--- config.mk ---
export PLATFORM = sky130hd
export DESIGN_NAME = ser_frame_rx
export DESIGN_NICKNAME = d
export VERILOG_FILES = /design/src/rtl/ser_frame_rx.sv
export SDC_FILE = /design/constraint.sdc
export NUM_CORES = 1
export LEC_CHECK = 0
export CAP_MARGIN = 5
export CORE_UTILIZATION = 30
export CTS_CLUSTER_SIZE = 40
export DETAILED_ROUTE_END_ITERATION = 6
export GPL_TIMING_DRIVEN = 0
export SYNTH_ARGS = -nofsm -noshare
export SYNTH_HDL_FRONTEND = slang
export SYNTH_SLANG_ARGS = --single-unit
--- constraint.sdc ---
create_clock -name clk_i -period 3.55 [get_ports clk_i]
set_input_delay 0.5325 -clock clk_i [delete_from_list [all_inputs] [get_ports clk_i]]
set_output_delay 0.5325 -clock clk_i [all_outputs]
set_load 0.01 [all_outputs]
--- src/rtl/ser_frame_rx.sv ---
// Serial frame receiver: sliding-window sync hunt, MSB-first payload capture, one-deep valid/ready output.
// Optional even-parity bit after the payload is enabled by defining SER_FRAME_RX_PARITY_EN.
module ser_frame_rx #(
  parameter int                SYNC_W       = 6,
  parameter logic [SYNC_W-1:0] SYNC_PATTERN = 6'b011010,
  parameter int                PAYLOAD_W    = 8
) (
  input  logic                 clk_i,
  input  logic                 rst_i,
  input  logic                 serdata_i,
  input  logic                 sample_en_i,
  input  logic                 ready_i,
  output logic [PAYLOAD_W-1:0] frame_o,
  output logic                 valid_o,
  output logic                 sync_det_o,
  output logic                 overrun_o,
  output logic                 parity_err_o,
  output logic                 busy_o
);

  localparam int BC_W = $clog2(PAYLOAD_W + 1);
  localparam int FC_W = $clog2(SYNC_W + 1);
  localparam logic [BC_W-1:0] LAST_BIT  = BC_W'(PAYLOAD_W - 1);
  localparam logic [FC_W-1:0] FILL_FULL = FC_W'(SYNC_W);

  typedef enum logic [1:0] {
    HUNT    = 2'd0,
`ifdef SER_FRAME_RX_PARITY_EN
    PARITY  = 2'd2,
`endif
    PAYLOAD = 2'd1
  } state_t;

`ifdef SER_FRAME_RX_PARITY_EN
  function automatic logic even_parity_ok(input logic [PAYLOAD_W-1:0] data, input logic pbit);
    return ~(^{data, pbit});
  endfunction
`endif

  state_t                state_r, state_n;
  logic [SYNC_W-1:0]     sr_r, sr_n, sr_shift;
  logic [FC_W-1:0]       fill_r, fill_n, fill_sat;
  logic [BC_W-1:0]       bit_r, bit_n;
  logic [PAYLOAD_W-1:0]  pay_r, pay_n, pay_shift, done_data;
  logic [PAYLOAD_W-1:0]  frame_r, frame_n;
  logic                  valid_r, valid_n;
  logic                  sync_r, sync_n;
  logic                  ovr_r, ovr_n;
  logic                  busy_r, busy_n;
  logic                  perr_n;
  logic                  done;

  assign sr_shift  = {sr_r[SYNC_W-2:0], serdata_i};
  assign fill_sat  = (fill_r == FILL_FULL) ? fill_r : fill_r + FC_W'(1);
  assign pay_shift = (PAYLOAD_W)'({pay_r, serdata_i});

  // Next-state, datapath and output-handshake logic
  always_comb begin
    state_n   = state_r;
    sr_n      = sr_r;
    fill_n    = fill_r;
    bit_n     = bit_r;
    pay_n     = pay_r;
    frame_n   = frame_r;
    sync_n    = 1'b0;
    ovr_n     = 1'b0;
    perr_n    = 1'b0;
    done      = 1'b0;
    done_data = pay_shift;

    if (valid_r && ready_i) begin
      valid_n = 1'b0;
    end else begin
      valid_n = valid_r;
    end

    case (state_r)
      HUNT: begin
        if (sample_en_i) begin
          sr_n   = sr_shift;
          fill_n = fill_sat;
          if ((fill_sat == FILL_FULL) && (sr_shift == SYNC_PATTERN)) begin
            state_n = PAYLOAD;
            bit_n   = '0;
            fill_n  = '0;
            sync_n  = 1'b1;
          end else begin
            state_n = HUNT;
          end
        end else begin
          state_n = HUNT;
        end
      end
      PAYLOAD: begin
        if (sample_en_i) begin
          pay_n = pay_shift;
          if (bit_r == LAST_BIT) begin
            bit_n = '0;
`ifdef SER_FRAME_RX_PARITY_EN
            state_n = PARITY;
`else
            done = 1'b1;
`endif
          end else begin
            bit_n = bit_r + BC_W'(1);
          end
        end else begin
          state_n = PAYLOAD;
        end
      end
`ifdef SER_FRAME_RX_PARITY_EN
      PARITY: begin
        if (sample_en_i) begin
          done_data = pay_r;
          if (even_parity_ok(pay_r, serdata_i)) begin
            done = 1'b1;
          end else begin
            perr_n  = 1'b1;
            state_n = HUNT;
            sr_n    = '0;
            fill_n  = '0;
          end
        end else begin
          state_n = PARITY;
        end
      end
`endif
      default: begin
        state_n = HUNT;
        sr_n    = '0;
        fill_n  = '0;
        bit_n   = '0;
      end
    endcase

    // A completed frame loads if the output slot is free or being drained on this edge
    if (done) begin
      state_n = HUNT;
      sr_n    = '0;
      fill_n  = '0;
      if (!valid_r || ready_i) begin
        frame_n = done_data;
        valid_n = 1'b1;
      end else begin
        ovr_n = 1'b1;
      end
    end else begin
      frame_n = frame_n;
    end

    busy_n = (state_n != HUNT);
  end

  // State and output registers
  always_ff @(posedge clk_i or posedge rst_i) begin
    if (rst_i) begin
      state_r <= HUNT;
      sr_r    <= '0;
      fill_r  <= '0;
      bit_r   <= '0;
      pay_r   <= '0;
      frame_r <= '0;
      valid_r <= 1'b0;
      sync_r  <= 1'b0;
      ovr_r   <= 1'b0;
      busy_r  <= 1'b0;
    end else begin
      state_r <= state_n;
      sr_r    <= sr_n;
      fill_r  <= fill_n;
      bit_r   <= bit_n;
      pay_r   <= pay_n;
      frame_r <= frame_n;
      valid_r <= valid_n;
      sync_r  <= sync_n;
      ovr_r   <= ovr_n;
      busy_r  <= busy_n;
    end
  end

`ifdef SER_FRAME_RX_PARITY_EN
  logic perr_r;

  // Parity-error pulse register
  always_ff @(posedge clk_i or posedge rst_i) begin
    if (rst_i) begin
      perr_r <= 1'b0;
    end else begin
      perr_r <= perr_n;
    end
  end

  assign parity_err_o = perr_r;
`else
  assign parity_err_o = 1'b0;
`endif

  assign frame_o    = frame_r;
  assign valid_o    = valid_r;
  assign sync_det_o = sync_r;
  assign overrun_o  = ovr_r;
  assign busy_o     = busy_r;

endmodule

==> flow_summary.toml <==
[worst_setup_path]
cp.required_ns = 3.70
slowest_delay_ns = 0.47
crit_chain = "inv_1 > ha_1 > o31ai_2 > a21oi_4 > o311ai_1 > a21oi_1"
critPathKind = "flop to flop"
crit_buf_inv = 1
cp_max_fo = 6
cp_data_arrival_time_ns = 2.07
end_kind = "flop"
critPathSlowestCell = "dfrtp_1"
critPathLaunchType = "flop"
critPathTopFamily = "compound AO/OA/AOI/OAI gates"

[layout]
antenna_cells = 0
fin_nets = 164
mostFrequentLayoutCell = "dfrtp_1"
area_delta_synth_final_pct = 24.3
layout-drive-gt1-share_pct = 23.6
stdcell_count = 227
fin_util_pct = 38.5
mostFrequentLayoutCells = "33 x dfrtp_1, 18 x nand2_1, 15 x clkdlybuf4s50_1"

[logic_synthesis]
ys_seq_elements = 33
synth_cell_types = 40
synth_cells = 132
synth.avg_cell_area_um2 = 12.0
yosysWarnings = 0
seq_area_frac_synth_pct = 52.2
syn-cell-area_um2 = 1580

[routing]
wl_met1_mm = 1.24
route.detailed.drc = 0
wl_met2_mm = 1.51
dr.first_iter.drc_count = 34
final_antenna_net_count = 0
wl_per_cell_um = 12.8
highest_layer = "met4"
vias_per_cell = 4.76
dr.pass1.iters = 4
wirelength_mm = 2.90
met3_length_um = 112
num_vias = 1080

[hold_path]
hold_path.class = "flop to flop"

[die]
fp.coreArea_um2 = 5110
fp.dieW_um = 74.6
dieArea_um2 = 5570
dieHeight_um = 74.6
io_pins = 18
start_util_pct = 31.0
rows = 26

[power]
ir_drop_mv = 0.140
p_sw_share_pct = 21.8
internal_power_uw = 637
p_per_area_nw_per_um2 = 414
seq_power_share_pct = 48.4
switching_power_uw = 178
p_leak_uw = 0.000873
clkPwrFrac_pct = 44.3
combPwrFrac_pct = 7.3

[grt]
grt_antenna_before_repair = 0
grt_pass1_vias = 1057
overflow = 0
track_usage_pct = 11.4
grt_pass1_wl_mm = 4.73
grt_max_degree = 34

[outcome]
run_status = "completed"

[sta]
tns_ns = 0
layout_setup_ws_ns = 1.63
rsz0062_at_grt = "false"
fin_crit_ns = 1.92
finalCritPeriodShare_pct = 54.0
finClkSkew_ns = 0.00438
setup_viol = 0
slew_viol_final = 0
max_freq_mhz = 522
hold_viol = 0

[placed_design]
hpwl_mm = 2.05
place_ws_ns = 1.51
place.gp.congestion = 0.836
placed_cells = 218
io_buffers = 15

[clocking]
cts_made_buffers = 5
cts-resized-gates = 0
post-cts-setup-buffers = 0
clkLatencyLatePin_ns = 0.28
cts-htree-levels = 2
cts_tree = "built"
clock-sinks = 33
hold_buffers = 0
root_buffer = "clkbuf_8"
path_clk_slew_ns = 0.07
cts_buffer_depth = 2

[run]
max_cap_violations = 0
==> routing by layer <==
layer | track usage (%) | vias up
met5 | 0 | -
met4 | 5.03 | 0
met2 | 19.6 | 27
li1 | - | 513
met3 | 4.15 | 4
met1 | 12.5 | 536
==> through the flow <==
stage	total power [µW]	instance area, µm²	hold slack, ns
floorplan	441	1590	0.451
global placement	452	1820	0.466
detailed placement	457	1820	0.480
CTS	819	1940	0.496
global route	849	1970	0.512
finish	815	1970	0.491
==> worst paths after layout <==
kind / from / to / slack (ns) / cells past startpoint
max in group asynchronous: rst_i / pay_r[6]$_DFFE_PP0P_ / 2.64 / 3
min reg2reg: sr_r[4]$_DFFE_PP0P_ / sr_r[4]$_DFFE_PP0P_ / 0.49 / 2
min: sr_r[4]$_DFFE_PP0P_ / sr_r[4]$_DFFE_PP0P_ / 0.49 / 2
min in group asynchronous: rst_i / frame_o[0]$_DFFE_PP0P_ / 0.50 / 2
max reg2reg: fill_r[0]$_DFFE_PP0P_ / bit_r[1]$_DFFE_PP0P_ / 1.63 / 6
max: fill_r[0]$_DFFE_PP0P_ / bit_r[1]$_DFFE_PP0P_ / 1.63 / 6
==> power groups by stage <==
stage                     sequential [µW]  clock (µW)  combinational [µW]
final                                 394         361                59.5
after global routing                  394         388                66.7
after detailed placement              401           0                56.0
after CTS                             394         370                56.2
after floorplan                       398           0                42.2
after global placement                400           0                52.7
==> state kept, by name, indices dropped and copies added, names as in the netlist <==
name and cells:
overrun_o 1, sync_det_o 1, valid_o 1, pay_r 7, sr_r 5, state_r 2, frame_o 8, fill_r 3
busy_o 1, bit_r 4
==> worst register-to-register path, stage by stage, from the launching register on <==
cell and delay [ns]:
dfrtp_1 0.47, inv_1 0.08, ha_1 0.35, o31ai_2 0.34, a21oi_4 0.14, o311ai_1 0.31
a21oi_1 0.11
==> synth_stat cells (all sizes together) <==
| cell type | instances | share of area, % |
|---|---|---|
| nand2 | 18 | 4.3 |
| mux2 | 16 | 13 |
| o21ai | 7 | 2.2 |
| nor3 | 2 | 1.3 |
| o311ai | 2 | 1.1 |
| o31ai | 1 | 0.79 |
| nor4 | 1 | 0.40 |
| buf | 6 | 2.8 |
| o22a | 1 | 0.55 |
| o22ai | 1 | 0.40 |
| ha | 3 | 2.4 |
| a21oi | 7 | 2.9 |
| nor2 | 3 | 0.71 |
| o41ai | 1 | 0.55 |
| and2 | 2 | 0.79 |
| dfrtp | 33 | 52 |
| o211ai | 4 | 2.2 |
| o32ai | 2 | 1.1 |
| nor2b | 2 | 0.95 |
| o21a | 2 | 0.95 |
| nand3 | 2 | 1.4 |
| nand3b | 2 | 0.95 |
| conb | 1 | 0.24 |
| clkbuf | 1 | 0.24 |
| and3b | 1 | 0.55 |
| and2b | 1 | 0.47 |
| nand2b | 4 | 1.6 |
| inv | 3 | 0.71 |
| and4b | 2 | 1.5 |
| or3 | 1 | 0.40 |
==> cells by family (layout without fill, tap and decap cells) <==
| kind of cell | Yosys count | count (layout) | synth area share (%) |
|---|---|---|---|
| buffers and inverters | 10 | 34 | 3.79 |
| adder cells (fa/ha/maj) | 3 | 3 | 2.37 |
| AO/OA/AOI/OAI | 28 | 28 | 12.8 |
| flip-flops | 33 | 33 | 52.2 |
| AND/OR/NAND/NOR | 41 | 41 | 15.3 |
| multiplexers | 16 | 16 | 13.3 |
| other | 1 | 2 | 0.237 |
==> final cells by class <==
type	instances	area, µm²
Multi-Input combinational cell	90	701
Inverter	3	11.3
Clock buffer	7	86.3
Tap cell	70	87.6
Clock inverter	1	30.0
Sequential cell	33	826
Fill cell	490	3140
Timing Repair Buffer	16	178
Buffer	7	48.8
(Power assumes the default switching activity.)
==> patch, RTL diff (config.mk and constraints unchanged) <==
Change the parameter `PAYLOAD_W` from 8 to 16.
--- a/src/rtl/ser_frame_rx.sv
+++ b/src/rtl/ser_frame_rx.sv
@@ -5,3 +5,3 @@
   parameter logic [SYNC_W-1:0] SYNC_PATTERN = 6'b011010,
-  parameter int                PAYLOAD_W    = 8
+  parameter int                PAYLOAD_W    = 16
 ) (
Ports: changed (resized frame_o); port bits go from 18 to 26. No check against the original RTL was run, so the function may have changed too.
==> patch against the unedited design <==
- area after synthesis is 42% higher
- core utilization is 0.67 points lower
- combinational power is 1% lower
- total power is 30% higher
- routed wire length is 27% higher
- design area is 40% higher
- sequential cell count is 17 higher
- setup slack worse by 0.092 ns
- highest routed layer unchanged
==> patch: results (changes against the unedited design) <==
cts.clk_slew.worst_paths_ns: 0.10  # +0.03 ns
rr_worst_depth: 7  # +1
synthDistinctLibCells: 40  # unchanged
yosysSeqAreaShare: 0.5568  # +0.03505
grt_max_degree: 41  # +21%
pre_cts_slack_ns: 1.497  # -0.009740 ns
cts_resized: 0  # unchanged
grt_pass1_vias: 1328  # +26%
status: "finished, final reports clean"
synthTopCellsByCount: "dfrtp_1, mux2_2, nand2_1, mux2_4, o21ai_0"
io_buffers: 23  # +8
synthArstFlopShare: 1.000  # unchanged
peakVddDrop_mv: 0.1879  # +35%
fin_crit_ns: 2.009  # +0.09246 ns
r2r-start: "bit_r[0]"
cts_setup_buffers: 0  # unchanged
insertion_delay_ns: 0.30  # +0.02 ns
avgViaCountPerCell: 4.661  # -2.0%
diodes: 0  # unchanged
crit_arrival_ns: 2.19  # +0.12 ns
worst_pin_slew_ns: 0.6457
hpwl_um: 2621  # +28%
drive_above_1_share: 0.2829  # +0.04726
fill_cells: 729  # +49%
hold_path.class: "input port to asynchronous set/reset pin"
worstReg2RegEnd: "frame_o[11]"
drtPass1Iterations: 4  # unchanged
synth_top_area_frac: 0.5568  # +0.03505
drt_iter0_drc: 61  # +79%
route.detailed.wl_per_inst_um: 12.06  # -5.4%
nets: 212  # +29%
synth.top_cells.by_area: "dfrtp_1, mux2_2, mux2_4"
placement.cell_area_sq_mm: 0.002625  # +44%
crit_fanout: 10  # +4
gp_congestion: 0.8918  # +6.7%
cts_max_path_buffers: 2  # unchanged
power.leakage_uw: 0.001300  # +49%
largest_register_ffs: 16  # +8
grt_usage: 0.1054  # -0.008087
cts_buffers: 5  # unchanged
intPower_uw: 831.9  # +31%
grt_pass1_wl_um: 6327  # +34%
fin_skew_ns: 0.01303  # +0.008646 ns
patch: changes by cell type after synthesis, moves of 3 or more:
| cell | before | now |
|---|---|---|
| mux2_2 | 8 | 21 |
| dfrtp_1 | 33 | 50 |
| a32o_1 | 0 | 3 |
| o21ai_0 | 2 | 8 |
| inv_1 | 3 | 7 |
| o21ai_1 | 5 | 0 |
| nor2_1 | 3 | 6 |
patch: how the worst max path moves through the flow:
| stage | cells after the start | start | end |
|---|---|---|---|
| after floorplan | 7 | sample_en_i | frame_o[0] |
| after global placement | 2 | rst_i | frame_o[7] |
| after detailed placement | 5 | serdata_i | busy_o |
| after CTS | 7 | bit_r[0] | frame_o[11] |
| after global routing | 6 | fill_r[0] | bit_r[0] |
| final | 7 | bit_r[0] | frame_o[11] |
patch: through the flow:
stage	util	instances	hold WS [ns]	power [uW]
after floorplan	-	173	0.4508	636.6
after global placement	0.3592	295	0.4684	651.9
after detailed placement	0.3619	296	0.4947	655.7
after CTS	0.3786	304	0.4729	1078
after global routing	0.3786	304	0.4913	1113
final	0.3786	304	0.4753	1059
patch: cell families (layout without fill, tap and decap cells):
kind of cell	Yosys count	after routing	share of synthesized area
AOI/OAI and AO/OA	30	30	0.09633
adders and majority gates	3	3	0.01671
buffers and inverters	15	47	0.04398
DFF	50	50	0.5568
muxes	31	31	0.1720
other	1	2	0.001669
and+or+nand+nor	42	42	0.1125
patch: final cells by class:
class	instances	area [sq um]	area share
clock buffer	6	82.58	0.03007
tap	99	123.9	0.04510
timing repair buffer	24	250.2	0.09112
multi-input combinational	108	900.9	0.3280
sequential	50	1251	0.4556
buffer	8	72.57	0.02642
clock inverter	2	38.79	0.01412
inverter	7	26.28	0.009567
patch: worst max-delay path, cell delays in order (launching register included):
cell and delay [ns]:
dfrtp_1 0.43, ha_1 0.27, nand4b_2 0.18, or2_4 0.31, nor2b_4 0.11, buf_6 0.14
buf_12 0.15, mux2_4 0.30
patch: per-layer routing:
metal / vias up / wire length, um / global-route usage
li1: 679 / - / -
met1: 704 / 1845 / 0.1513
met2: 32 / 1627 / 0.1524
met3: 2 / 169 / 0.03172
met4: 0 / 26 / 0.03226
met5: - / 0 / 0
patch: power groups by stage:
stage	Combinational [uW]	Clock (uW)	Sequential (uW)
after global placement	56.5	0	595
after floorplan	42.7	0	594
after global routing	67.1	460	586
after detailed placement	60.1	0	596
after CTS	60.2	433	584
final	58.8	416	584
